**src/rtl/fp_norm_round_pipe.sv**
```systemverilog
// Three-stage normalise / round / pack back end for the FP add/sub datapath.
// Stages: S1 leading-zero normalise, S2 IEEE rounding, S3 exception handling and pack.
module fp_norm_round_pipe #(
    parameter int EXP_W = 8,
    parameter int MAN_W = 23
) (
    input  logic                     clk,
    input  logic                     rst_n,
    input  logic                     in_valid,
    output logic                     in_ready,
    input  logic                     in_sign,
    input  logic [EXP_W-1:0]         in_exp,
    input  logic [MAN_W+4:0]         in_mant,
    input  logic [1:0]               in_rm,
    input  logic                     in_inf,
    input  logic                     in_nan,
    output logic                     out_valid,
    input  logic                     out_ready,
    output logic [EXP_W+MAN_W:0]     out_r,
    output logic [2:0]               out_flags
);

    localparam int MW  = MAN_W + 5;
    localparam int LZW = $clog2(MW) + 1;
    localparam int EW  = EXP_W + 2;
    localparam int RW  = 1 + EXP_W + MAN_W;
    localparam logic signed [EW-1:0] E_TOP = EW'((1 << EXP_W) - 1);

    typedef enum logic [1:0] {RM_RNE, RM_RTZ, RM_RDN, RM_RUP} rm_e;

    logic adv;
    assign adv      = ~out_valid | out_ready;
    assign in_ready = adv;

    // ---------------- S1: normalise ----------------
    logic [LZW-1:0]        lzc;
    logic [LZW-1:0]        sh;
    logic [MW-1:0]         n1_mant;
    logic signed [EW-1:0]  n1_exp;

    // NOTE: every combinational output gets a default first so no path leaves it unassigned (no latch).
    always_comb begin
        lzc = LZW'(MW);
        for (int i = 0; i < MW; i++) begin
            if (in_mant[i]) lzc = LZW'(MW - 1 - i);
        end
        sh      = lzc - LZW'(1);
        n1_mant = in_mant << sh;
        n1_exp  = EW'(in_exp) - EW'(sh);
        if (in_mant[MW-1]) begin
            // Carry out of the adder: drop one bit, keeping it alive in sticky.
            n1_mant = {1'b0, in_mant[MW-1:2], |in_mant[1:0]};
            n1_exp  = EW'(in_exp) + EW'(1);
        end
    end

    logic                 s1_valid, s1_sign, s1_inf, s1_nan, s1_zero;
    rm_e                  s1_rm;
    logic signed [EW-1:0] s1_exp;
    logic [MW-1:0]        s1_mant;

    // NOTE: sequential state uses non-blocking assignments so every stage samples the previous stage's old value.
    always_ff @(posedge clk or negedge rst_n) begin
        if (!rst_n) begin
            s1_valid <= 1'b0;
            s1_sign  <= 1'b0;
            s1_inf   <= 1'b0;
            s1_nan   <= 1'b0;
            s1_zero  <= 1'b0;
            s1_rm    <= RM_RNE;
            s1_exp   <= '0;
            s1_mant  <= '0;
        end else if (adv) begin
            s1_valid <= in_valid;
            s1_sign  <= in_sign;
            s1_inf   <= in_inf;
            s1_nan   <= in_nan;
            s1_zero  <= (in_mant == '0);
            s1_rm    <= rm_e'(in_rm);
            s1_exp   <= n1_exp;
            s1_mant  <= n1_mant;
        end
    end

    // ---------------- S2: round ----------------
    logic                 lsb, g, rs, inc, n2_nx;
    logic [MAN_W+1:0]     sum;
    logic [MAN_W-1:0]     n2_frac;
    logic signed [EW-1:0] n2_exp;

    always_comb begin
        lsb = s1_mant[3];
        g   = s1_mant[2];
        rs  = s1_mant[1] | s1_mant[0];
        unique case (s1_rm)
            RM_RNE:  inc = g & (rs | lsb);
            RM_RTZ:  inc = 1'b0;
            RM_RDN:  inc = s1_sign & (g | rs);
            RM_RUP:  inc = ~s1_sign & (g | rs);
            default: inc = 1'b0;
        endcase
        n2_nx   = g | rs;
        sum     = {1'b0, s1_mant[MW-2:3]} + (MAN_W+2)'(inc);
        n2_frac = sum[MAN_W+1] ? '0 : sum[MAN_W-1:0];
        n2_exp  = s1_exp + EW'(sum[MAN_W+1]);
    end

    logic                 s2_valid, s2_sign, s2_inf, s2_nan, s2_zero, s2_nx;
    rm_e                  s2_rm;
    logic signed [EW-1:0] s2_exp;
    logic [MAN_W-1:0]     s2_frac;

    always_ff @(posedge clk or negedge rst_n) begin
        if (!rst_n) begin
            s2_valid <= 1'b0;
            s2_sign  <= 1'b0;
            s2_inf   <= 1'b0;
            s2_nan   <= 1'b0;
            s2_zero  <= 1'b0;
            s2_nx    <= 1'b0;
            s2_rm    <= RM_RNE;
            s2_exp   <= '0;
            s2_frac  <= '0;
        end else if (adv) begin
            s2_valid <= s1_valid;
            s2_sign  <= s1_sign;
            s2_inf   <= s1_inf;
            s2_nan   <= s1_nan;
            s2_zero  <= s1_zero;
            s2_nx    <= n2_nx;
            s2_rm    <= s1_rm;
            s2_exp   <= n2_exp;
            s2_frac  <= n2_frac;
        end
    end

    // ---------------- S3: exceptions and pack ----------------
    logic [RW-1:0] n3_r;
    logic [2:0]    n3_flags;
    logic          to_inf;

    always_comb begin
        to_inf   = (s2_rm == RM_RNE) || (s2_rm == RM_RUP && !s2_sign) ||
                   (s2_rm == RM_RDN && s2_sign);
        n3_r     = {s2_sign, s2_exp[EXP_W-1:0], s2_frac};
        n3_flags = {2'b00, s2_nx};
        if (s2_nan) begin
            n3_r     = {1'b0, {EXP_W{1'b1}}, 1'b1, {(MAN_W-1){1'b0}}};
            n3_flags = 3'b000;
        end else if (s2_inf) begin
            n3_r     = {s2_sign, {EXP_W{1'b1}}, {MAN_W{1'b0}}};
            n3_flags = 3'b000;
        end else if (s2_zero) begin
            n3_r     = {s2_rm == RM_RDN, {(EXP_W+MAN_W){1'b0}}};
            n3_flags = 3'b000;
        end else if (s2_exp >= E_TOP) begin
            n3_r     = to_inf ? {s2_sign, {EXP_W{1'b1}}, {MAN_W{1'b0}}}
                              : {s2_sign, {(EXP_W-1){1'b1}}, 1'b0, {MAN_W{1'b1}}};
            n3_flags = 3'b101;
        end else if (s2_exp[EW-1] || s2_exp == '0) begin
            n3_r     = {s2_sign, {(EXP_W+MAN_W){1'b0}}};
            n3_flags = 3'b011;
        end
    end

    always_ff @(posedge clk or negedge rst_n) begin
        if (!rst_n) begin
            out_valid <= 1'b0;
            out_r     <= '0;
            out_flags <= '0;
        end else if (adv) begin
            out_valid <= s2_valid;
            out_r     <= n3_r;
            out_flags <= n3_flags;
        end
    end

endmodule
```
**config.mk**
```make
export PLATFORM = sky130hd
export DESIGN_NAME = fp_norm_round_pipe
export DESIGN_NICKNAME = d
export VERILOG_FILES = /design/src/rtl/fp_norm_round_pipe.sv
export SDC_FILE = /design/constraint.sdc
export NUM_CORES = 1
export LEC_CHECK = 0
export BUFFER_PORTS_ARGS = -buffer_cell sky130_fd_sc_hd__buf_2
export CORE_MARGIN = 3
export CORE_UTILIZATION = 45
export DETAILED_ROUTE_END_ITERATION = 10
export PLACE_DENSITY = 0.66
export SKIP_CTS_REPAIR_TIMING = 1
export SYNTH_ARGS = -nofsm -noshare
export SYNTH_HDL_FRONTEND = slang
export SYNTH_SLANG_ARGS = --single-unit
```
**constraint.sdc**
```tcl
create_clock -name clk -period 3.03 [get_ports clk]
set_clock_uncertainty 0.05 [all_clocks]
set_input_delay 0.606 -clock clk [delete_from_list [all_inputs] [get_ports clk]]
set_output_delay 0.606 -clock clk [all_outputs]
set_load 0.02 [all_outputs]
```
==> impl_results.md, run 1 <==
* Worst skew pair latency at 0.41 ns
* Final HPWL DP at 15.8 mm
* Antenna violations before repair at 0
* Area Overhead vs Synth at 38.3%
* Prevailing post-synth register cell: dfrtp_1
* H-tree depth at 4
* WP buf/inv at 2
* Finished Cell Area at 10,800 um^2
* CTS max path bufs at 2
* Remaining antenna violation count at 0
* Critical-path top delay cell: or4_4
* Reg-to-Reg End: s2_exp[9]
* Non-filler cells, final at 1,310
* First-pass GRT wire length at 34.9 mm
* Total grt overflow at 0
* Crit-path max FO at 2
* Row cnt at 47
* Final Hold Viols at 0
* Tcrit/Tclk final at 115%
* Pwr per Cell Area at 714 nW/um^2
* Startpoint Class: primary input
* Final setup fails at 27
* CTS clk-pin slew, worst paths at 0.05 ns
* CTS tree: done
* Max VDD drop at 0.477 mV
* Status: complete, but fails checks
* GRT Overall Usage at 23.2%
* Worst r2r src: s1_sign
* Async SR Flop Fraction at 100%
* # fillers at 1,382
* FMAX at 287 MHz
* Worst slew pin tran at 1.27 ns
* Post-DP Area at 9270 um^2
* RSZ-0062 raised after global routing: true
* Cell breakdown of the critical path: buf_2 -> or2_4 -> o21ai_4 -> a311oi_2 -> or4_4 -> ha_4 -> xnor2_4 -> inv_2 -> ha_4 -> a21o_4 -> maj3_2 -> or4_4 -> and4_4 -> o31ai_4
* Cell leakage power at 0.00464 uW
* Register area share after synthesis at 38.9%
* Worst Setup End Kind: flop
* I/O pin cnt at 82
* Synthesized flop and latch total at 121
* Die height at 138 um
* Layout cells sized above 1 at 37.2%
* Die area at 18,900 um^2
* Reg2Reg Depth at 15
* Syn nets at 939
* Largest net degree at the start of global routing at 132
* Max-slew violations at 0
* Slew margin rel. at 14.8%
* Clock sink total at 121
* WP data required at 3.30 ns
* Worst R2R Setup Slack at -0.05 ns
* Vias in the first global route at 6,868
* Warnings, synthesis at 0
* Area of the multi-input gates at 5030 um^2
* Antenna Cells at 0
* Crit-path max cell delay at 0.55 ns
* Wirelength per Cell at 17.6 um
* Port bufs at 81
* Share of the synthesized area in the top cell type at 38.9%
* Initial Utilization at 46.5%
* Placed Cells at 1,253
* Place WS at -0.991 ns
* Max cap viols at 0
* DRT Wirelength at 23.0 mm
* Initial DRC Count at 617
* Min-Delay Path Class: primary input to asynchronous set/reset pin
* Nets@finish at 1,133
* Hold_ws at 0.127 ns
* CTS Buf Count at 17
* Tmin final at 3.48 ns
* Arrival @ worst endpoint at 3.75 ns
* EDFF count, synth at 0
* Vias/cell at 5.76
* Routed vias at 7,543
* Root buffer cell: clkbuf_16
* Core area at 16,800 um^2
* Initial DRT Pass Iterations at 5
* GPL Wtd Cong at 0.933
* Flip-flop and latch area at 3030 um^2
* Crit path kind: primary input to flop
* Final setup margin at -0.452 ns
* Syn Area/Cell at 8.82 um^2
* Violated checks: negative setup slack
* Post-route DRC at 0
* Synth area leader: dfrtp_1
* Gate Count Post-Synth at 883
* Die extent in x at 138 um
* Worst path top cell family by delay: simple AND/OR/NAND/NOR gates
* Top post-synthesis cells by area: dfrtp_1, nand2_1, o21ai_0, mux4_2, a21oi_1
* Syn Std Cell Area at 7780 um^2
* Count of cell types in the netlist at 77
[how the worst max path moves through the flow]
stage                     slack (ns)  depth (start not counted)         to         from
after floorplan                -1.23                         16  s1_exp[4]  in_mant[17]
after global placement         -0.92                         13  s1_exp[4]   in_mant[3]
after detailed placement       -0.99                         14  s1_exp[4]   in_mant[0]
after CTS                      -0.57                         14  s1_exp[4]   in_mant[0]
after global routing           -0.54                         14  s1_exp[4]  in_mant[27]
final                          -0.45                         14  s1_exp[4]  in_mant[27]
[through the flow]
stage	util (%)	total power (uW)	setup TNS, ns
3_3_place_gp	55.3	5100	-22.04
4_1_cts	59.3	7420	-8.93
5_1_grt	64.2	8150	-8.01
2_1_floorplan	-	4260	-14.84
3_5_place_dp	55.3	5160	-23.39
6_report	64.2	7690	-4.55
[state kept, by name, indices dropped and copies added (netlist names), 2 cells and up]
| register | cells |
|---|---|
| out_r | 32 |
| s1_mant | 27 |
| s2_frac | 23 |
| s1_exp | 10 |
| s2_exp | 10 |
| out_flags | 3 |
| s1_rm | 2 |
| s2_rm | 2 |
[synthesized netlist by cell type (all sizes together), types with 2 or more instances]
| master | count |
|---|---|
| and2 | 5 |
| or3 | 19 |
| a311oi | 2 |
| nand3b | 2 |
| ha | 10 |
| clkbuf | 41 |
| a221oi | 3 |
| a21oi | 61 |
| nor3 | 10 |
| a22o | 3 |
| inv | 13 |
| mux2 | 3 |
| nor3b | 2 |
| or4 | 9 |
| a31oi | 15 |
| a211oi | 8 |
| or2 | 3 |
| nand4 | 7 |
| mux4 | 22 |
| xnor2 | 18 |
| xor2 | 19 |
| nor2b | 7 |
| nand2 | 171 |
| nand3 | 36 |
| a211o | 2 |
| o211ai | 4 |
| nor4 | 8 |
| o21a | 2 |
| o22a | 5 |
| o311ai | 2 |
| a21o | 2 |
| o21ai | 82 |
| buf | 15 |
| a32oi | 3 |
| and3 | 14 |
| o31ai | 16 |
| nor2 | 65 |
| a2111oi | 3 |
| mux2i | 25 |
| dfrtp | 121 |
| nand2b | 6 |
[cell type report]
type	instances	area share [%]
Clock buffer	21	4.37
Clock inverter	11	1.78
Inverter	14	0.511
Multi-Input combinational cell	692	46.7
Sequential cell	121	28.1
Tap cell	220	2.56
Timing Repair Buffer	231	15.9
[placed cells by master (no fill, tap or decap), types with 4 or more instances in the layout]
cell type / count
buf_2: 78
and3_1: 12
nand2_2: 6
nand2b_1: 4
nand4_1: 7
bufinv_16: 5
ha_1: 4
o21ai_1: 20
a21oi_1: 55
or3_1: 17
mux2i_1: 18
xnor2_1: 14
dfrtp_1: 120
buf_12: 6
buf_6: 18
o31ai_1: 13
nand2_1: 165
nor4_1: 4
clkbuf_16: 18
a31oi_1: 13
nand3_1: 29
ha_4: 4
a21oi_2: 5
nor3_1: 6
o22a_1: 5
buf_4: 126
nand3_2: 5
inv_1: 10
mux4_2: 21
xor2_1: 18
o21ai_0: 59
mux2i_2: 4
nor2_2: 9
nor2_1: 54
or4_4: 4
o211ai_1: 4
nor2b_1: 5
[metal layers]
metal / vias up / track usage [%] / part of all wire (%)
li1: 3585 / - / -
met2: 261 / 35.8 / 47
met5: - / 0 / 0
met1: 3655 / 33.9 / 46
met3: 42 / 3.58 / 5.4
met4: 0 / 6.98 / 2.0
[power by group]
group | total (uW) | switching, uW | internal (uW)
Clock | 2220 | 697 | 1520
Sequential | 2640 | 453 | 2190
Combinational | 2830 | 1630 | 1190
Total | 7690 | 2780 | 4900
[logic make-up (layout without fill, tap and decap cells)]
family                     count (synthesis)  after routing  synth area share [%]
and+or+nand+nor                          366            367                  21.6
adders and majority gates                 12             12                  2.01
buffers and inverters                     71            277                  4.42
xor gates and xnor gates                  37             37                  4.26
DFF                                      121            121                  38.9
AOI/OAI and AO/OA                        226            226                  18.5
muxes                                     50             50                  10.3
Power figures use the tool's default switching activity.
==> inputs of run 2 (changes only) <==
--- a/config.mk
+++ b/config.mk
@@ -10,7 +10,9 @@
 export CORE_UTILIZATION = 45
 export DETAILED_ROUTE_END_ITERATION = 10
 export PLACE_DENSITY = 0.66
+export REMOVE_ABC_BUFFERS = 1
 export SKIP_CTS_REPAIR_TIMING = 1
+export SLEW_MARGIN = 25
 export SYNTH_ARGS = -nofsm -noshare
 export SYNTH_HDL_FRONTEND = slang
 export SYNTH_SLANG_ARGS = --single-unit
==> impl_results.md, run 2 (synthesis results as in run 1) <==
* Commonest cells after routing, fill and taps aside: nand2_1, buf_4, dfrtp_1, buf_2, o21ai_0 (unchanged)
* Most common cell after layout, fill and taps aside: nand2_1 (unchanged)
* Largest net degree at the start of global routing at 97 (was 132)
* Die extent in x at 138 um (unchanged)
* Antenna Cells at 0 (unchanged)
* Final HPWL DP at 16.3 mm (was 15.8 mm)
* Core area at 16,800 um^2 (unchanged)
* GPL Wtd Cong at 0.927 (was 0.933)
* Critical-path top delay cell: or4_4 (unchanged)
* Layout cells sized above 1 at 38.8% (was 37.2%)
* Area Overhead vs Synth at 40.4% (was 38.3%)
* Cell leakage power at 0.00473 uW (was 0.00464 uW)
* Most flops, register: out_r (unchanged)
* Min-Delay Path Class: primary input to asynchronous set/reset pin (unchanged)
* Root buffer cell: clkbuf_16 (unchanged)
* Crit path kind: primary input to flop (unchanged)
* Vias/cell at 5.74 (was 5.76)
* Row cnt at 47 (unchanged)
* Pwr per Cell Area at 692 nW/um^2 (was 714 nW/um^2)
* Arrival @ worst endpoint at 3.70 ns (was 3.75 ns)
* Status: complete, but fails checks (unchanged)
* H-tree depth at 4 (unchanged)
* Die area at 18,900 um^2 (unchanged)
* Initial DRC Count at 746 (was 617)
* Antenna violations before repair at 0 (unchanged)
* Port bufs at 81 (unchanged)
* Largest regs: out_r (32), s1_mant (27), s2_frac (23) (unchanged)
* Slew margin rel. at 36.4% (was 14.8%)
* Worst path top cell family by delay: simple AND/OR/NAND/NOR gates (unchanged)
* I/O pin cnt at 82 (unchanged)
* Tcrit/Tclk final at 113% (was 115%)
* CTS tree: done (unchanged)
* Nets@finish at 1,152 (was 1,133)
* Clock sink total at 121 (unchanged)
* Wirelength per Cell at 17.6 um (about the same)
* Worst slew pin tran at 0.954 ns (was 1.27 ns)
* Initial DRT Pass Iterations at 5 (unchanged)
* Final setup margin at -0.398 ns (was -0.452 ns)
* CTS Buf Count at 17 (unchanged)
* CTS clk-pin slew, worst paths at 0.06 ns (was 0.05 ns)
* Final setup fails at 34 (was 27)
* Util after Layout at 65.2% (was 64.2%)
* Max cap viols at 0 (unchanged)
* Total grt overflow at 0 (unchanged)
* FMAX at 292 MHz (was 287 MHz)
* Routed vias at 7,627 (was 7,543)
* Violated checks: negative setup slack (unchanged)
* Remaining antenna violation count at 0 (unchanged)
* WP buf/inv at 2 (unchanged)
* Hold_ws at 0.207 ns (was 0.127 ns)
* Max VDD drop at 0.444 mV (was 0.477 mV)
* Initial Utilization at 46.5% (unchanged)
* Worst skew pair latency at 0.41 ns (about the same)
* Max FFs per register at 32 (unchanged)
* WP data required at 3.31 ns (was 3.30 ns)
* Finished Cell Area at 10,900 um^2 (was 10,800 um^2)
* Die height at 138 um (unchanged)
* Worst Setup End Kind: flop (unchanged)
* Post-route DRC at 0 (unchanged)
* Cell breakdown of the critical path: buf_8 -> or2_4 -> o21ai_4 -> a311oi_2 -> or4_4 -> ha_4 -> xnor2_2 -> inv_2 -> ha_4 -> a21o_4 -> maj3_2 -> or4_4 -> and4_4 -> o31ai_4 (was buf_2 -> or2_4 -> o21ai_4 -> a311oi_2 -> or4_4 -> ha_4 -> xnor2_4 -> inv_2 -> ha_4 -> a21o_4 -> maj3_2 -> or4_4 -> and4_4 -> o31ai_4)
* CTS max path bufs at 2 (unchanged)
* RSZ-0062 raised after global routing: true (unchanged)
* Crit-path max FO at 2 (unchanged)
* Post-DP Area at 9270 um^2 (about the same)
* Startpoint Class: primary input (unchanged)
* Crit-path max cell delay at 0.57 ns (was 0.55 ns)
* GRT Overall Usage at 23.7% (was 23.2%)
* Final Hold Viols at 0 (unchanged)
* First-pass GRT wire length at 35.5 mm (was 34.9 mm)
* Tmin final at 3.43 ns (was 3.48 ns)
* Max-slew violations at 0 (unchanged)
* Vias in the first global route at 6,863 (was 6,868)
* DRT Wirelength at 23.4 mm (was 23.0 mm)
run 2: worst paths after layout:
path | start | endpoint | slack [ns] | cells past startpoint
max | in_mant[27] | s1_exp[4] | -0.40 | 14
min | rst_n | s1_nan | 0.21 | 1
max reg2reg | s1_sign | s2_exp[4] | -0.04 | 17
min reg2reg | s1_valid | s1_valid | 0.41 | 2
max in group asynchronous | rst_n | s1_mant[1] | 2.08 | 2
min in group clk | in_valid | s1_valid | 0.34 | 3
run 2: metrics by stage:
stage | instances | total power (uW) | setup TNS [ns] | setup slack [ns]
final | 1328 | 7560 | -4.61 | -0.398
after global routing | 1328 | 8020 | -7.71 | -0.492
after CTS | 1298 | 7210 | -16.86 | -0.777
after detailed placement | 1267 | 5150 | -31.56 | -1.20
after global placement | 1267 | 5090 | -28.97 | -1.12
after floorplan | 826 | 4150 | -522.38 | -6.26
run 2: layout make-up:
type	instances	area, um^2
clock buffer	23	488
clock inverter	8	118
fill	1326	5830
inverter	14	55.1
multi-input combinational	691	5080
sequential	121	3030
tap	220	275
timing repair buffer	251	1890
run 2: worst reg2reg max path, delay by kind of cell, from the launching register on:
| kind | cells | cell delay [ns] |
|---|---|---|
| AOI/OAI and AO/OA | 1 | 0.13 |
| xor gates and xnor gates | 2 | 0.30 |
| adders and majority gates | 4 | 0.75 |
| buffers and inverters | 2 | 0.21 |
| DFF | 1 | 0.40 |
| and+or+nand+nor | 8 | 1.12 |
run 2: where the power goes:
group | total (uW) | internal (uW) | leakage (uW) | switching, uW
Clock | 2040 | 1370 | 0.000299 | 672
Combinational | 2890 | 1230 | 0.00294 | 1650
Sequential | 2640 | 2190 | 0.00148 | 450
Total | 7560 | 4790 | 0.00473 | 2770
run 2: routing by layer:
metal	up-vias	GRT usage (%)	wire, um
li1	3619	-	-
met3	47	3.21	1250
met4	0	7.43	523
met2	264	36.6	11200
met5	-	0	0
met1	3697	34.5	10400
